File: config.mk
export PLATFORM = sky130hd
export DESIGN_NAME = wb_retire_queue_flat
export DESIGN_NICKNAME = d
export VERILOG_FILES = /design/src/rtl/wb_retire_queue_if.sv /design/src/rtl/wb_retire_queue.sv /design/src/flat_wrapper.sv
export SDC_FILE = /design/constraint.sdc
export NUM_CORES = 1
export LEC_CHECK = 0
export BUFFER_PORTS_ARGS = -buffer_cell sky130_fd_sc_hd__buf_2
export CORE_ASPECT_RATIO = 0.6
export CORE_MARGIN = 4
export CORE_UTILIZATION = 45
export CTS_BUF_LIST = sky130_fd_sc_hd__clkbuf_4
export CTS_CLUSTER_DIAMETER = 100
export DETAILED_ROUTE_END_ITERATION = 10
export GPL_TIMING_DRIVEN = 0
export PLACE_DENSITY = 0.73
export SLEW_MARGIN = 10
export SYNTH_ARGS = -nofsm -noshare
export SYNTH_HDL_FRONTEND = slang
export SYNTH_SLANG_ARGS = --single-unit
File: constraint.sdc
create_clock -name clk -period 6.4 [get_ports clk]
set_clock_uncertainty 0.2 [all_clocks]
set_input_delay 1.28 -clock clk [delete_from_list [all_inputs] [get_ports clk]]
set_output_delay 1.28 -clock clk [all_outputs]
set_load 0.02 [all_outputs]
File: src/rtl/wb_retire_queue_if.sv
// Bundle of signals between the memory stage, the write-back retire queue,
// the register-file write port and the decode forwarding lookups.
interface wb_retire_queue_if #(
    parameter int DATA_WIDTH = 32,
    parameter int ADDR_WIDTH = 5,
    parameter int DEPTH      = 4,
    parameter int NUM_LOOKUP = 2
);
    localparam int CW = $clog2(DEPTH) + 1;

    // Memory-stage input side
    logic                             in_valid;
    logic                             in_ready;
    logic                             in_uses_rw;
    logic [ADDR_WIDTH-1:0]            in_rw_addr;
    logic [DATA_WIDTH-1:0]            in_rw_data;

    // Register-file write side
    logic                             out_valid;
    logic                             out_ready;
    logic [ADDR_WIDTH-1:0]            out_rw_addr;
    logic [DATA_WIDTH-1:0]            out_rw_data;

    // Forwarding lookups
    logic [NUM_LOOKUP*ADDR_WIDTH-1:0] lookup_addr;
    logic [NUM_LOOKUP-1:0]            lookup_hit;
    logic [NUM_LOOKUP*DATA_WIDTH-1:0] lookup_data;

    // Status
    logic [CW-1:0]                    count;
    logic                             empty;

    // Pipeline side: drives requests, observes the queue
    modport master (
        output in_valid, in_uses_rw, in_rw_addr, in_rw_data,
        output out_ready, lookup_addr,
        input  in_ready, out_valid, out_rw_addr, out_rw_data,
        input  lookup_hit, lookup_data, count, empty
    );

    // Queue side
    modport slave (
        input  in_valid, in_uses_rw, in_rw_addr, in_rw_data,
        input  out_ready, lookup_addr,
        output in_ready, out_valid, out_rw_addr, out_rw_data,
        output lookup_hit, lookup_data, count, empty
    );
endinterface

File: src/rtl/wb_retire_queue.sv
// Write-back retire queue: buffers completed results between the memory
// stage and the register-file write port, and forwards the newest pending
// value of a register to decode so it never reads stale data.
module wb_retire_queue #(
    parameter int DATA_WIDTH = 32,
    parameter int ADDR_WIDTH = 5,
    parameter int DEPTH      = 4,
    parameter int NUM_LOOKUP = 2
) (
    input  logic               clk,
    input  logic               rst,
    wb_retire_queue_if.slave   wb
);
    localparam int PW = $clog2(DEPTH);
    localparam int CW = PW + 1;

    // Storage is kept in flops: every entry must be visible to the
    // forwarding search in the same cycle, and it resets to zero.
    logic [ADDR_WIDTH-1:0] addr_q [DEPTH];
    logic [DATA_WIDTH-1:0] data_q [DEPTH];

    logic [PW-1:0] head_q, head_d;
    logic [PW-1:0] tail_q, tail_d;
    logic [CW-1:0] count_q, count_d;

    logic accept;
    logic store;
    logic deq;

    // Full is decided purely from the registered count; a dequeue in the
    // same cycle does not open the input (keeps in_ready off long paths).
    assign wb.in_ready    = (count_q < CW'(DEPTH));
    assign wb.empty       = (count_q == '0);
    assign wb.out_valid   = ~wb.empty;
    assign wb.count       = count_q;
    assign wb.out_rw_addr = addr_q[head_q];
    assign wb.out_rw_data = data_q[head_q];

    // Writes to r0 or non-writing results complete the handshake but are
    // dropped, since they can never affect the register file.
    assign accept = wb.in_valid & wb.in_ready;
    assign store  = accept & wb.in_uses_rw & (wb.in_rw_addr != '0);
    assign deq    = wb.out_valid & wb.out_ready;

    // Pointer and occupancy next-state
    always_comb begin
        head_d  = head_q;
        tail_d  = tail_q;
        count_d = count_q;
        if (store) begin
            tail_d = tail_q + PW'(1);
        end
        if (deq) begin
            head_d = head_q + PW'(1);
        end
        count_d = count_q + CW'(store) - CW'(deq);
    end

    // Pointer and occupancy registers
    always_ff @(posedge clk) begin
        if (rst) begin
            head_q  <= '0;
            tail_q  <= '0;
            count_q <= '0;
        end else begin
            head_q  <= head_d;
            tail_q  <= tail_d;
            count_q <= count_d;
        end
    end

    // Entry storage, written at the tail
    generate
        for (genvar gi = 0; gi < DEPTH; gi++) begin : g_entry
            // Per-entry register: cleared on reset, loaded when the tail points here
            always_ff @(posedge clk) begin
                if (rst) begin
                    addr_q[gi] <= '0;
                    data_q[gi] <= '0;
                end else if (store && (tail_q == PW'(gi))) begin
                    addr_q[gi] <= wb.in_rw_addr;
                    data_q[gi] <= wb.in_rw_data;
                end
            end
        end
    endgenerate

    // Forwarding lookups
    logic [NUM_LOOKUP-1:0] hit_w;
    logic [DATA_WIDTH-1:0] fwd_w [NUM_LOOKUP];

    generate
        for (genvar gi = 0; gi < NUM_LOOKUP; gi++) begin : g_lookup
            logic [ADDR_WIDTH-1:0] key;
            assign key = wb.lookup_addr[gi*ADDR_WIDTH +: ADDR_WIDTH];

            // Newest-first search: the incoming store wins, then stored
            // entries from tail-1 back toward head. The loop runs oldest to
            // newest so later (newer) matches overwrite earlier ones.
            always_comb begin
                logic [PW-1:0] idx;
                hit_w[gi] = 1'b0;
                fwd_w[gi] = '0;
                idx       = '0;
                if (key != '0) begin
                    for (int j = DEPTH - 1; j >= 0; j--) begin
                        idx = tail_q - PW'(j + 1);
                        if ((CW'(j) < count_q) && (addr_q[idx] == key)) begin
                            hit_w[gi] = 1'b1;
                            fwd_w[gi] = data_q[idx];
                        end
                    end
                    if (store && (wb.in_rw_addr == key)) begin
                        hit_w[gi] = 1'b1;
                        fwd_w[gi] = wb.in_rw_data;
                    end
                end
            end

            assign wb.lookup_hit[gi]                            = hit_w[gi];
            assign wb.lookup_data[gi*DATA_WIDTH +: DATA_WIDTH]  = fwd_w[gi];
        end
    endgenerate
endmodule

File: src/flat_wrapper.sv
// flat-port wrapper written by rule: the top's interface ports become plain ports
module wb_retire_queue_flat 
#(
    parameter int DATA_WIDTH = 32,
    parameter int ADDR_WIDTH = 5,
    parameter int DEPTH      = 4,
    parameter int NUM_LOOKUP = 2
)
  (clk, rst, wb_in_valid, wb_in_uses_rw, wb_in_rw_addr, wb_in_rw_data, wb_out_ready, wb_lookup_addr, wb_in_ready, wb_out_valid, wb_out_rw_addr, wb_out_rw_data, wb_lookup_hit, wb_lookup_data, wb_count, wb_empty);
  wb_retire_queue_if #(.DATA_WIDTH(DATA_WIDTH), .ADDR_WIDTH(ADDR_WIDTH), .DEPTH(DEPTH), .NUM_LOOKUP(NUM_LOOKUP)) wb_i ();
  input  logic clk;
  input  logic rst;
  input wire logic [$bits(wb_i.in_valid)-1:0] wb_in_valid;
  input wire logic [$bits(wb_i.in_uses_rw)-1:0] wb_in_uses_rw;
  input wire logic [$bits(wb_i.in_rw_addr)-1:0] wb_in_rw_addr;
  input wire logic [$bits(wb_i.in_rw_data)-1:0] wb_in_rw_data;
  input wire logic [$bits(wb_i.out_ready)-1:0] wb_out_ready;
  input wire logic [$bits(wb_i.lookup_addr)-1:0] wb_lookup_addr;
  output wire logic [$bits(wb_i.in_ready)-1:0] wb_in_ready;
  output wire logic [$bits(wb_i.out_valid)-1:0] wb_out_valid;
  output wire logic [$bits(wb_i.out_rw_addr)-1:0] wb_out_rw_addr;
  output wire logic [$bits(wb_i.out_rw_data)-1:0] wb_out_rw_data;
  output wire logic [$bits(wb_i.lookup_hit)-1:0] wb_lookup_hit;
  output wire logic [$bits(wb_i.lookup_data)-1:0] wb_lookup_data;
  output wire logic [$bits(wb_i.count)-1:0] wb_count;
  output wire logic [$bits(wb_i.empty)-1:0] wb_empty;
  assign wb_i.in_valid = wb_in_valid;
  assign wb_i.in_uses_rw = wb_in_uses_rw;
  assign wb_i.in_rw_addr = wb_in_rw_addr;
  assign wb_i.in_rw_data = wb_in_rw_data;
  assign wb_i.out_ready = wb_out_ready;
  assign wb_i.lookup_addr = wb_lookup_addr;
  assign wb_in_ready = wb_i.in_ready;
  assign wb_out_valid = wb_i.out_valid;
  assign wb_out_rw_addr = wb_i.out_rw_addr;
  assign wb_out_rw_data = wb_i.out_rw_data;
  assign wb_lookup_hit = wb_i.lookup_hit;
  assign wb_lookup_data = wb_i.lookup_data;
  assign wb_count = wb_i.count;
  assign wb_empty = wb_i.empty;
  wb_retire_queue #(.DATA_WIDTH(DATA_WIDTH), .ADDR_WIDTH(ADDR_WIDTH), .DEPTH(DEPTH), .NUM_LOOKUP(NUM_LOOKUP)) u_core (.clk(clk), .rst(rst), .wb(wb_i));
endmodule
Word level (Yosys, flattened, before mapping)
Memory sizes are Yosys's and may differ from the RTL's. A register that Yosys moved wholly into a read port is not among the register bits.
Index checks and enable logic that the tools add are counted.
{"block": "word_totals", "reg_bits": 7, "ramBits": 148, "input_bits": 52, "memories": 2}
{"memory": "u_core.data_q", "words": 4, "word_bits": 32, "read_ports": 5, "rd_clocked_by_memory_dff": 2, "write_ports": 4, "line_no": "wb_retire_queue.sv:20", "text": "logic [DATA_WIDTH-1:0] data_q [DEPTH];"}
{"memory": "u_core.addr_q", "words": 4, "word_bits": 5, "read_ports": 5, "rd_clocked_by_memory_dff": 2, "write_ports": 4, "line_no": "wb_retire_queue.sv:19", "text": "logic [ADDR_WIDTH-1:0] addr_q [DEPTH];"}
{"block": "op_classes", "muxes": 54, "bitwise_logic": 13, "n_lt_le_gt_ge": 5, "n_addsub": 7, "n_reduce_logical": 19, "eq_ne": 13}
{"op": "2-to-1 mux 32 bit", "count": 16}
{"op": "== test 5 bit", "count": 10}
{"op": "2-to-1 mux 1 bit", "count": 26}
{"op": "2-to-1 mux 5 bit", "count": 4}
{"op": "2-to-1 mux 2 bit", "count": 8}
{"op": "nonzero test 5 bit", "count": 3}
{"op": "logical AND 1 bit", "count": 14}
{"op": "OR 1 bit", "count": 8}
{"op": "< comparator 1 x 3 -> 1 bit, first input constant", "count": 2}
{"op": "< comparator 2 x 3 -> 1 bit, first input constant", "count": 2}
{"op": "adder 2 x 1 -> 2 bit, second input constant", "count": 2}
{"op": "bitwise AND 1 bit", "count": 4}
{"op": "== test 2 bit, second input constant", "count": 2}
{"op": "subtractor 2 bit, second input constant", "count": 2}
{"op": "adder 3 x 1 -> 3 bit", "count": 1}
{"op": "zero test 3 bit", "count": 1}
{"op": "< comparator 3 bit, second input constant", "count": 1}
{"op": "subtractor 3 x 1 -> 3 bit", "count": 1}
{"op": "== test 2 x 1 -> 1 bit, second input constant", "count": 1}
{"op": "zero test 2 bit", "count": 1}
{"op": "subtractor 2 x 1 -> 2 bit, second input constant", "count": 1}
{"op": "NOT 1 bit", "count": 1}

Logic depth before layout (Yosys ltp)
{"block": "depth", "ltp_word": 9, "ltp_mapped": 15}

Worst setup path before layout
No wires, ideal clock.
{"block": "synth_timing", "path_kind": "reg-to-output", "start": "register u_core.tail_q[0]", "end": "output port wb_lookup_data[33]", "required_time_ns": 4.920, "arrival_ns": 3.920, "path_stages_with_launch": 15, "setup_slack_ns": 1.000, "cell_sequence": "dfxtp_1 -> buf_6 -> buf_2 -> buf_2 -> buf_1 -> inv_1 -> ha_1 -> buf_2 -> clkbuf_1 -> mux2i_1 -> xor2_1 -> o41a_1 -> buf_6 -> a221oi_2 -> o31ai_1"}
{"block": "synth_between", "elab_chain_len": 9, "word_cells_on_any_way": 16}
{"item": "start, declared", "line_no": "wb_retire_queue.sv:23", "text": "logic [PW-1:0] tail_q, tail_d;"}
{"item": "start signal, assigned", "line_no": "wb_retire_queue.sv:67", "text": "tail_q <= tail_d;"}
{"item": "subtractor 2 bit", "line_no": "wb_retire_queue.sv:107", "text": "idx = tail_q - PW'(j + 1);"}
{"item": "memory (4 x 5 bit)"}
{"item": "== test 5 bit", "line_no": "wb_retire_queue.sv:108", "text": "if ((CW'(j) < count_q) && (addr_q[idx] == key)) begin"}
{"item": "logical AND 1 bit", "line_no": "wb_retire_queue.sv:108"}
{"item": "2-to-1 mux 32 bit (2 in series)", "line_no": "wb_retire_queue.sv:108"}
{"item": "2-to-1 mux 32 bit (*)", "line_no": "wb_retire_queue.sv:108"}
{"item": "2-to-1 mux 32 bit (*)", "line_no": "wb_retire_queue.sv:113", "text": "if (store && (wb.in_rw_addr == key)) begin"}
{"item": "2-to-1 mux 32 bit (*)", "line_no": "wb_retire_queue.sv:105", "text": "if (key != '0) begin"}
{"item": "end, declared", "line_no": "flat_wrapper.sv:24", "text": "output wire logic [$bits(wb_i.lookup_data)-1:0] wb_lookup_data;"}
Mark *: on every way between the ends. The rest lies on a longest branch, timed or not.

Final worst setup path
{"block": "layout_timing", "start": "register u_core.tail_q[1]", "end": "output port wb_lookup_data[23]"}
The elaborated chain is that of the path after synthesis.

==> reports/qor.csv <==
metric,value,unit
outcome,"complete, no violations",
clock-sinks,159,
place_hpwl,38300,µm
hp-class,reg -> reg,
synth_top_area_share,32.1,%
r2r_setup_slack,2.67,ns
syn_area_per_cell,12.4,µm²
fin_crit,6.32,ns
yosys.area_share.simple,13.6,%
required,4.92,ns
whs,0.343,ns
clockBufferDepth,2,
start_util,45.9,%
via_per_inst,7.45,
drtPass1Iterations,7,
fin_nets,1355,
finalCritPeriodShare,98.7,%
wl_per_cell,31.6,µm
worst_ep_arrival_time,4.84,ns
crit_type,reg -> out,
p_int,2.23,mW
clkTransAtPathRegs,0.13,ns
ys_async_sr_fraction,0,%
wirelength,54300,µm
ys_ff_latch,159,
synthAdderAreaFrac,0.867,%
postRouteAntennaNets,0,
die_w,235,µm
p_comb_share,51.2,%
grt_pass1_vias,12200,
numCtsBuffers,17,
n_fill_cell,2647,
clk-insertion-delay-late,0.63,ns
fmax,158,MHz
via_count,12800,
dieArea,33800,µm²
cts-root-buf,clkbuf_4,
clkPwrFrac,15.6,%
crit_buf_inv,4,
ios,161,
min_to,u_core.head_q[1]$_SDFFE_PP0P_,
tightest_slew,1.18,ns
max_cap_violations,0,
critPathLaunchType,register,
ys_top_cells_by_area,"edfxtp_1, mux4_2, and3_1",
hold_violations,0,
irDropWorstVdd,0.157,mV
synth.distinct_cells,48,
final_area,15700,µm²
core,30200,µm²
synth_compound_area_share,13.7,%
finalSetupViolCount,0,
path_cells,clkbuf_2 > inv_1 > mux2_2 > xor2_1 > nand4_1 > nor3b_1 > clkbuf_1 > a221oi_1 > o31ai_1 > buf_2,
power,3.93,mW
rows,49,
fp.dieH,144,µm
postCtsHoldBufs,0,
cts_tree,done,
hold_start,u_core.head_q[1]$_SDFFE_PP0P_,
synth_most_common_cell,mux4_2,
rsz0062_at_grt,no,
rr_startpoint,u_core.tail_q[0]$_SDFFE_PP0P_,
power_density,251,nW/µm²
io_buffers,150,
antenna_found_initial,4,
synth_edf_count,148,
placed_area,15200,µm²
cpPeakStageDelay,0.91,ns
swShare,43.3,%
leakage,5.98,nW
synthXorXnorAreaFrac,3.60,%
seq_area_frac_synth,33.7,%
drive_above_1_share,37.0,%
worstSetupEndpointType,primary output,
synth_flop_cell,edfxtp_1,
drt_iter0_markers,2354,
grt_first_pass_wirelength,79100,µm
synth_warnings,0,
synth_fp_nets,1179,
synth_top_family_by_area,multiplexers,
crit_fanout,10,
synth_area,13900,µm²
grt_use_total,31.9,%
cpLargestDelayFamily,buffers and inverters,
seqPwrFrac,33.3,%
syn2layout_area_growth,13.2,%
h-tree-depth,4,
drc,0,
synth.area.mux_share,29.7,%
grt-ovfl-total,0,
yosys-top-cells-count,"mux4_2, and3_1, edfxtp_1",
p_sw,1.70,mW
syn_inst,1118,
drv_slew,0,
holdPathStages,2,
r2r_cells,12,
maxSlewHeadroom,20.5,%
slowest_stage,nor3b_1,
gpl.final_weighted_congestion,0.994,
grt_start_max_net_pins,27,
synth_top_cell_by_area,edfxtp_1,
## metrics by stage
step / setup TNS (ns) / std cells / setup slack [ns] / util (%)
floorplan: 0 / 1118 / 1.00 / -
global placement: -31.86 / 1676 / -0.662 / 50.1
CTS: 0 / 1713 / 0.0348 / 51.8
finish: 0 / 1716 / 0.0832 / 52.0
detailed placement: -35.62 / 1680 / -0.702 / 50.4
global route: 0 / 1716 / 0.00318 / 52.0
## kinds of logic after synthesis
logic type,Yosys count
mux,195
buf+inv,149
simple gates,332
fa+ha+maj,9
xor+xnor,57
compound gates,217
flops,159
## tightest hold or removal path: cells and delay by family (launching register included)
kind	cells	cell delay [ns]
XOR/XNOR	1	0.06
AND/OR/NAND/NOR	1	0.10
flip-flops	1	0.35
## worst max-delay path by stage
| stage | startpoint | to | slack, ns | cells past startpoint |
|---|---|---|---|---|
| 5_1_grt | u_core.tail_q[0]$_SDFFE_PP0P_ | wb_lookup_data[2] | 0.003 | 14 |
| 3_3_place_gp | u_core.tail_q[0]$_SDFFE_PP0P_ | wb_lookup_data[61] | -0.66 | 15 |
| 3_5_place_dp | u_core.tail_q[0]$_SDFFE_PP0P_ | wb_lookup_data[25] | -0.70 | 15 |
| 2_1_floorplan | u_core.tail_q[0]$_SDFFE_PP0P_ | wb_lookup_data[33] | 1.0 | 14 |
| 6_report | u_core.tail_q[1]$_SDFFE_PP0P_ | wb_lookup_data[23] | 0.08 | 10 |
| 4_1_cts | u_core.tail_q[1]$_SDFFE_PP0P_ | wb_lookup_data[21] | 0.03 | 10 |
## power groups by stage
stage / Clock (mW) / Sequential (mW) / Combinational (mW)
after global routing: 0.655 / 1.32 / 2.09
after CTS: 0.612 / 1.30 / 1.95
after floorplan: 0 / 1.30 / 1.32
final: 0.611 / 1.31 / 2.01
after detailed placement: 0 / 1.33 / 1.93
after global placement: 0 / 1.32 / 1.89
## flip-flops by register name (all words and copies together) (netlist names), named ones only
name             count
u_core.data_q      128
u_core.addr_q       20
u_core.wb.count      3
u_core.head_q        2
u_core.tail_q        2
## area by class of cell
cell class | instances | area (µm²) | share of cell area [%]
Clock inverter | 13 | 123 | 0.782
Antenna cell | 1 | 2.50 | 0.0160
Clock buffer | 19 | 143 | 0.909
Timing Repair Buffer | 158 | 868 | 5.54
Sequential cell | 159 | 4660 | 29.7
Multi-Input combinational cell | 810 | 8670 | 55.3
Inverter | 12 | 45.0 | 0.287
Buffer | 136 | 663 | 4.23
Tap cell | 408 | 510 | 3.25
## per-layer routing
metal	track usage [%]	up-vias	wire (µm)
li1	-	4965	-
met1	45.0	6226	19900
met2	45.0	1372	22600
met3	13.4	213	9770
met4	9.90	6	1990
met5	0	-	38
## timing repair
item	CTS	global route
pin swaps	2	2
endpoints found under the setup margin	66	66
setup buffers	2	2
gates resized for setup	46	17
## cells in the final DEF (no fill, tap or decap), types with 3 or more instances in the layout
master and instances:
o31ai_1 42, a21o_2 4, nor3_1 6, xnor2_1 38, edfxtp_1 148, dfxtp_1 11, clkbuf_2 8, o31ai_2 21
ha_1 8, nor2_1 86, inv_1 10, mux4_2 171, and3_1 149, buf_1 12, buf_2 168, clkbuf_1 75
clkbuf_4 24, clkinv_1 5, or4_1 3, a21o_1 3, buf_12 3, nand3_1 4, a221oi_1 34, mux2i_2 3
a221oi_2 30, mux2_2 5, buf_6 7, clkinv_2 3, nand2_1 6, nor4_2 3, nor3b_1 3, a22oi_1 65
and2_1 61, a21oi_1 8, xor2_1 19, mux2i_1 15, buf_4 14
(Power assumes the default switching activity.)
